File: src/rtl/bram_arbiter.sv
// ---------------------------------------------------------------------------
// bram_arbiter
//
// Shares one single-port block RAM (1-cycle read latency) between two
// requesters. Grants use a bounded-burst round-robin policy: under contention
// a requester keeps the port for at most MAX_BURST consecutive grants before
// the other requester is served. Read data is routed back to the requester
// that issued the read, one cycle after its grant.
//
// Optional feature macro: BRAM_ARB_STATS_EN
//   When defined, adds grant counters per requester and a stall counter.
//
// Ports:
//   clk, rst                 clock (rising edge), async active-high reset
//   mK_req/we/addr/din       requester K access request, write enable,
//                            address and write data (K = 0, 1)
//   mK_gnt                   access accepted this cycle
//   mK_rvalid/rdata          read response for requester K
//   ram_ena/wea/addr/din     RAM port control and write data
//   ram_dout                 RAM read data, valid one cycle after a read
//   m0_gnt_cnt, m1_gnt_cnt,  (BRAM_ARB_STATS_EN only) grant and stall
//   stall_cnt                counters, CW bits, wrap modulo 2^CW
// ---------------------------------------------------------------------------
module bram_arbiter #(
    parameter int N         = 10,
    parameter int B         = 16,
    parameter int MAX_BURST = 4,
    parameter int CW        = 16
) (
    input  logic         clk,
    input  logic         rst,

    input  logic         m0_req,
    input  logic         m0_we,
    input  logic [N-1:0] m0_addr,
    input  logic [B-1:0] m0_din,
    output logic         m0_gnt,
    output logic         m0_rvalid,
    output logic [B-1:0] m0_rdata,

    input  logic         m1_req,
    input  logic         m1_we,
    input  logic [N-1:0] m1_addr,
    input  logic [B-1:0] m1_din,
    output logic         m1_gnt,
    output logic         m1_rvalid,
    output logic [B-1:0] m1_rdata,

    output logic         ram_ena,
    output logic         ram_wea,
    output logic [N-1:0] ram_addr,
    output logic [B-1:0] ram_din,
    input  logic [B-1:0] ram_dout
`ifdef BRAM_ARB_STATS_EN
    ,
    output logic [CW-1:0] m0_gnt_cnt,
    output logic [CW-1:0] m1_gnt_cnt,
    output logic [CW-1:0] stall_cnt
`endif
);

    typedef enum logic {REQ0 = 1'b0, REQ1 = 1'b1} req_id_t;

    // cnt saturates at MAX_BURST, so it needs just enough bits to hold it.
    localparam int CNTW = (MAX_BURST < 2) ? 1 : $clog2(MAX_BURST + 1);
    localparam logic [CNTW-1:0] CNT_MAX = CNTW'(MAX_BURST);

    req_id_t         last;
    logic [CNTW-1:0] cnt;
    logic            rd_pend;
    req_id_t         rd_id;

    logic            gnt_any;
    req_id_t         gnt_id;
    logic            keep_last;

    // Under contention the current owner keeps the port only while it is
    // mid-burst; cnt == 0 means the port went idle, so ownership flips.
    assign keep_last = (cnt != '0) && (cnt < CNT_MAX);

    // NOTE: every output of a combinational block gets a default before any
    // branch, so no path leaves it unassigned and no latch is inferred.
    always_comb begin
        gnt_any = 1'b0;
        gnt_id  = REQ0;
        if (!rst) begin
            if (m0_req && m1_req) begin
                gnt_any = 1'b1;
                if (keep_last)
                    gnt_id = last;
                else
                    gnt_id = (last == REQ0) ? REQ1 : REQ0;
            end else if (m0_req) begin
                gnt_any = 1'b1;
                gnt_id  = REQ0;
            end else if (m1_req) begin
                gnt_any = 1'b1;
                gnt_id  = REQ1;
            end
        end
    end

    assign m0_gnt = gnt_any && (gnt_id == REQ0);
    assign m1_gnt = gnt_any && (gnt_id == REQ1);

    // RAM port: granted requester's signals, all-zero when idle.
    always_comb begin
        ram_ena  = gnt_any;
        ram_wea  = 1'b0;
        ram_addr = '0;
        ram_din  = '0;
        if (m0_gnt) begin
            ram_wea  = m0_we;
            ram_addr = m0_addr;
            ram_din  = m0_din;
        end else if (m1_gnt) begin
            ram_wea  = m1_we;
            ram_addr = m1_addr;
            ram_din  = m1_din;
        end
    end

    // NOTE: sequential state uses non-blocking assignments so every register
    // samples the pre-edge values, independent of statement order.
    always_ff @(posedge clk or posedge rst) begin
        if (rst) begin
            last    <= REQ0;
            cnt     <= '0;
            rd_pend <= 1'b0;
            rd_id   <= REQ0;
        end else begin
            if (!gnt_any) begin
                cnt <= '0;
            end else if (gnt_id == last) begin
                if (cnt != CNT_MAX)
                    cnt <= cnt + CNTW'(1);
            end else begin
                last <= gnt_id;
                cnt  <= CNTW'(1);
            end

            rd_pend <= gnt_any && !ram_wea;
            if (gnt_any && !ram_wea)
                rd_id <= gnt_id;
        end
    end

    // rd_pend is cleared asynchronously, so rvalid drops the moment rst rises.
    assign m0_rvalid = rd_pend && (rd_id == REQ0);
    assign m1_rvalid = rd_pend && (rd_id == REQ1);
    assign m0_rdata  = ram_dout;
    assign m1_rdata  = ram_dout;

`ifdef BRAM_ARB_STATS_EN
    logic stall;
    assign stall = (m0_req && !m0_gnt) || (m1_req && !m1_gnt);

    always_ff @(posedge clk or posedge rst) begin
        if (rst) begin
            m0_gnt_cnt <= '0;
            m1_gnt_cnt <= '0;
            stall_cnt  <= '0;
        end else begin
            if (m0_gnt)
                m0_gnt_cnt <= m0_gnt_cnt + CW'(1);
            if (m1_gnt)
                m1_gnt_cnt <= m1_gnt_cnt + CW'(1);
            if (stall)
                stall_cnt <= stall_cnt + CW'(1);
        end
    end
`endif

endmodule

File: config.mk
export PLATFORM = sky130hd
export DESIGN_NAME = bram_arbiter
export DESIGN_NICKNAME = d
export VERILOG_FILES = /design/src/rtl/bram_arbiter.sv
export SDC_FILE = /design/constraint.sdc
export NUM_CORES = 1
export LEC_CHECK = 0
export CAP_MARGIN = 10
export CORE_AREA = 2 2 68 70
export CTS_CLUSTER_SIZE = 8
export DETAILED_ROUTE_END_ITERATION = 8
export DIE_AREA = 0 0 70 72
export PLACE_DENSITY = 0.75
export RECOVER_POWER = 25
export SYNTH_ARGS = -nofsm -noshare
export SYNTH_HDL_FRONTEND = slang
export SYNTH_SLANG_ARGS = --single-unit
File: constraint.sdc
create_clock -name clk -period 2.4 [get_ports clk]
set_input_delay 0.24 -clock clk [delete_from_list [all_inputs] [get_ports clk]]
set_output_delay 0.24 -clock clk [all_outputs]
set_load 0.05 [all_outputs]
==> key figures <==
Layout
  – Layout area overhead: 130%
  – # diodes: 0
  – Layout fillers: roughly 350
  – Post-layout nets: ~270
  – Layout cell share with drive strength beyond 1: a little over two fifths

Floorplan
  – Die footprint: just over 5000 um^2
  – Placeable Area: 4260 um^2
  – Rows: 24
  – Die width: 70 um
  – # IOs: 138
  – Die Y-Extent: between 70 and 80 um
  – Initial Utilization: 24.1%

Yosys
  – Synth warnings: 0
  – Yosys cell types: 28
  – FF+latch count, synth: 6
  – Synthesized Nets: about 190
  – Syn avg cell area: between 8 and 9 um^2
  – Ys flop type: dfrtp_1
  – EDFF count, synth: 0
  – Synthesized area: ~1000 um^2
  – Ys async rst share: 100%
  – Cell accounting for the most synthesized area: a22o_1
  – Area contributors post-synth: a22o_1 25%, buf_4 23%, dfrtp_1 15%
  – Yosys top cell area share: 24.7%
  – Seq/Total Area, Yosys: between 10 and 15%
  – Synthesized instance count: roughly 120

Drt
  – Final wirelength: about 4500 um
  – Initial DRC count: 18
  – Antenna-violating nets left: 0
  – Drt first pass iters: 4
  – Via-to-Cell Ratio: 4.89
  – Wire per inst: about 19 um
  – DRC violation count after routing: 0
  – Via count: ~1200

Flow run
  – Max Cap Viol: 0

Worst setup path
  – Critical path endpoint category: output port
  – WP data arrival: 2.18 ns
  – Highest net fanout along the worst path: 8
  – Setup CP Type: register to output port
  – Startpoint types: register
  – WP data required: 2.16 ns

Global routing
  – Largest net degree at the start of global routing: 15
  – Total GRT Usage: approximately 15%
  – Grt total ovfl: 0
  – Number of global-route vias before repair: roughly 1200
  – Initial antenna violation count: 0
  – First-pass GRT wire length: 6000 um

Place
  – Hpwl dp: 2670 um
  – IO buf count: a little under 90
  – RD Place Congestion: 0.781
  – Pre-CTS setup slack: about 0.038 ns

Timing
  – Setup_tns: -0.0605 ns
  – Final Max Slew Viols: 0
  – Final count of hold timing violations: 0
  – Fmax: about 410 MHz
  – Min Hold Slack: 0.480 ns
  – Setup WS post-layout: -0.0199 ns
  – RSZ-0062 raised after global routing: yes
  – Minimum clock period: between 2 and 2.5 ns
  – Tcrit/Tclk final: 101%
  – Finish-stage setup viols: 4
  – Worst-margin pin slew: 0.511 ns
  – Slew HR: 65.8%
  – Clk_skew: roughly 0.0022 ns

Clock tree
  – Total CTS buffers: 3
  – Hold_buf cts: 0
  – Worst-path clk slew: roughly 0.03 ns
  – Htree depth: 1
  – Bufs on Longest Clock Path: 2
  – CTS sink count: 6
  – Clock Tree Root: clkbuf_8
  – Clk Latency, worst-skew pair: ~0.22 ns
  – CTS tree: yes

Power and ir drop
  – Sequential Power Share: a little over an eighth
  – Pwr/cell area: between 400 and 500 nW/um^2
  – Clk pwr share: approximately 15%
  – Total Power: slightly below 1 mW
  – Sw frac: 39.0%
  – Leak: slightly above 1 nW
  – Combinational power share: a little under three quarters
  – Internal power: about 0.59 mW
  – Peak VDD IR: between 150 and 200 uV
  – NetSw: between 0.3 and 0.4 mW

Status
  – Failing checks: negative setup slack
  – Outcome: complete, but fails checks

Hold path
  – HP Class: primary input to output port
flip-flops by register name (all words and copies together), names as in the netlist:
name	flops
cnt	3
rd_id	1
rd_pend	1
last	1
cells in the final DEF (no fill, tap or decap), types with 2 or more instances in the layout:
| cell | Yosys | final |
|---|---|---|
| a22o_1 | 29 | 11 |
| a22o_4 | 0 | 18 |
| and2_1 | 2 | 2 |
| buf_12 | 0 | 30 |
| buf_4 | 32 | 14 |
| clkbuf_8 | 1 | 3 |
| clkdlybuf4s50_1 | 0 | 59 |
| dfrtp_1 | 6 | 6 |
| inv_1 | 6 | 5 |
| nand2_1 | 5 | 5 |
| nor2_1 | 6 | 5 |
| nor2b_1 | 2 | 2 |
| o2111a_2 | 1 | 4 |
layout make-up:
class | instances | area (um^2) | area share [%]
tap | 52 | 65.1 | 2.75
multi-input combinational | 66 | 724 | 30.6
inverter | 6 | 22.5 | 0.951
clock buffer | 3 | 41.3 | 1.74
timing repair buffer | 106 | 1360 | 57.6
sequential | 6 | 150 | 6.34
power by group through the flow:
| stage | clock, mW | sequential (mW) | combinational [mW] |
|---|---|---|---|
| after CTS | 0.154 | 0.127 | 0.631 |
| after global routing | 0.164 | 0.129 | 0.717 |
| after detailed placement | 0 | 0.128 | 0.590 |
| final | 0.148 | 0.127 | 0.692 |
| after global placement | 0 | 0.127 | 0.584 |
| after floorplan | 0 | 0.121 | 0.440 |
worst paths after layout:
| check | start | end | slack (ns) | cells past startpoint |
|---|---|---|---|---|
| max | cnt[0] | ram_din[3] | -0.02 | 9 |
| min | ram_dout[15] | m0_rdata[15] | 0.48 | 0 |
| max reg2reg | cnt[0] | last | 0.45 | 9 |
| min reg2reg | rd_id | rd_id | 0.56 | 1 |
| max in group asynchronous | rst | rd_pend | 1.71 | 3 |
| min in group asynchronous | rst | cnt[2] | 0.57 | 3 |
kinds of logic after synthesis:
group	count (synthesis)	synth area share [%]
multiplexers	2	2.07
buffers and inverters	47	35.7
flip-flops	6	14.6
AND/OR/NAND/NOR	21	11.7
adder cells (fa/ha/maj)	2	2.44
AO/OA/AOI/OAI	38	33.5
per-stage QoR:
| stage | cell area (um^2) | std cells | util (%) |
|---|---|---|---|
| 6_report | 2370 | 239 | 55.5 |
| 5_1_grt | 2370 | 239 | 55.5 |
| 4_1_cts | 2150 | 233 | 50.3 |
| 3_5_place_dp | 1980 | 222 | 46.5 |
| 3_3_place_gp | 1980 | 222 | 46.5 |
| 2_1_floorplan | 1030 | 116 | - |
synth_stat cells, types with 2 or more instances:
cell type   n
nor2_1      6
nor2b_1     2
nand2_1     5
a22o_1     29
dfrtp_1     6
inv_1       6
buf_6       8
ha_1        2
buf_4      32
and2_1      2
metal layers:
layer	vias up	GRT usage [%]	wire, um
li1	546	-	-
met1	551	15.9	1670
met2	61	30.3	2360
met3	11	3.33	370
met4	0	3.42	93
met5	-	0	0
critical path, cell delays in order (launching register included):
cell	delay [ns]
dfrtp_1	0.37
inv_2	0.06
ha_4	0.17
or3_4	0.34
a311oi_4	0.33
buf_4	0.18
buf_16	0.13
buf_8	0.13
a22o_4	0.13
buf_12	0.13
what timing repair did:
action                                  in CTS  in global routing
setup buffers                                4                  6
pin swaps                                   10                  8
cloned                                       4                  1
endpoints found under the setup margin      27                 27
gates resized for setup                      8                 22
Power figures use the tool's default switching activity.
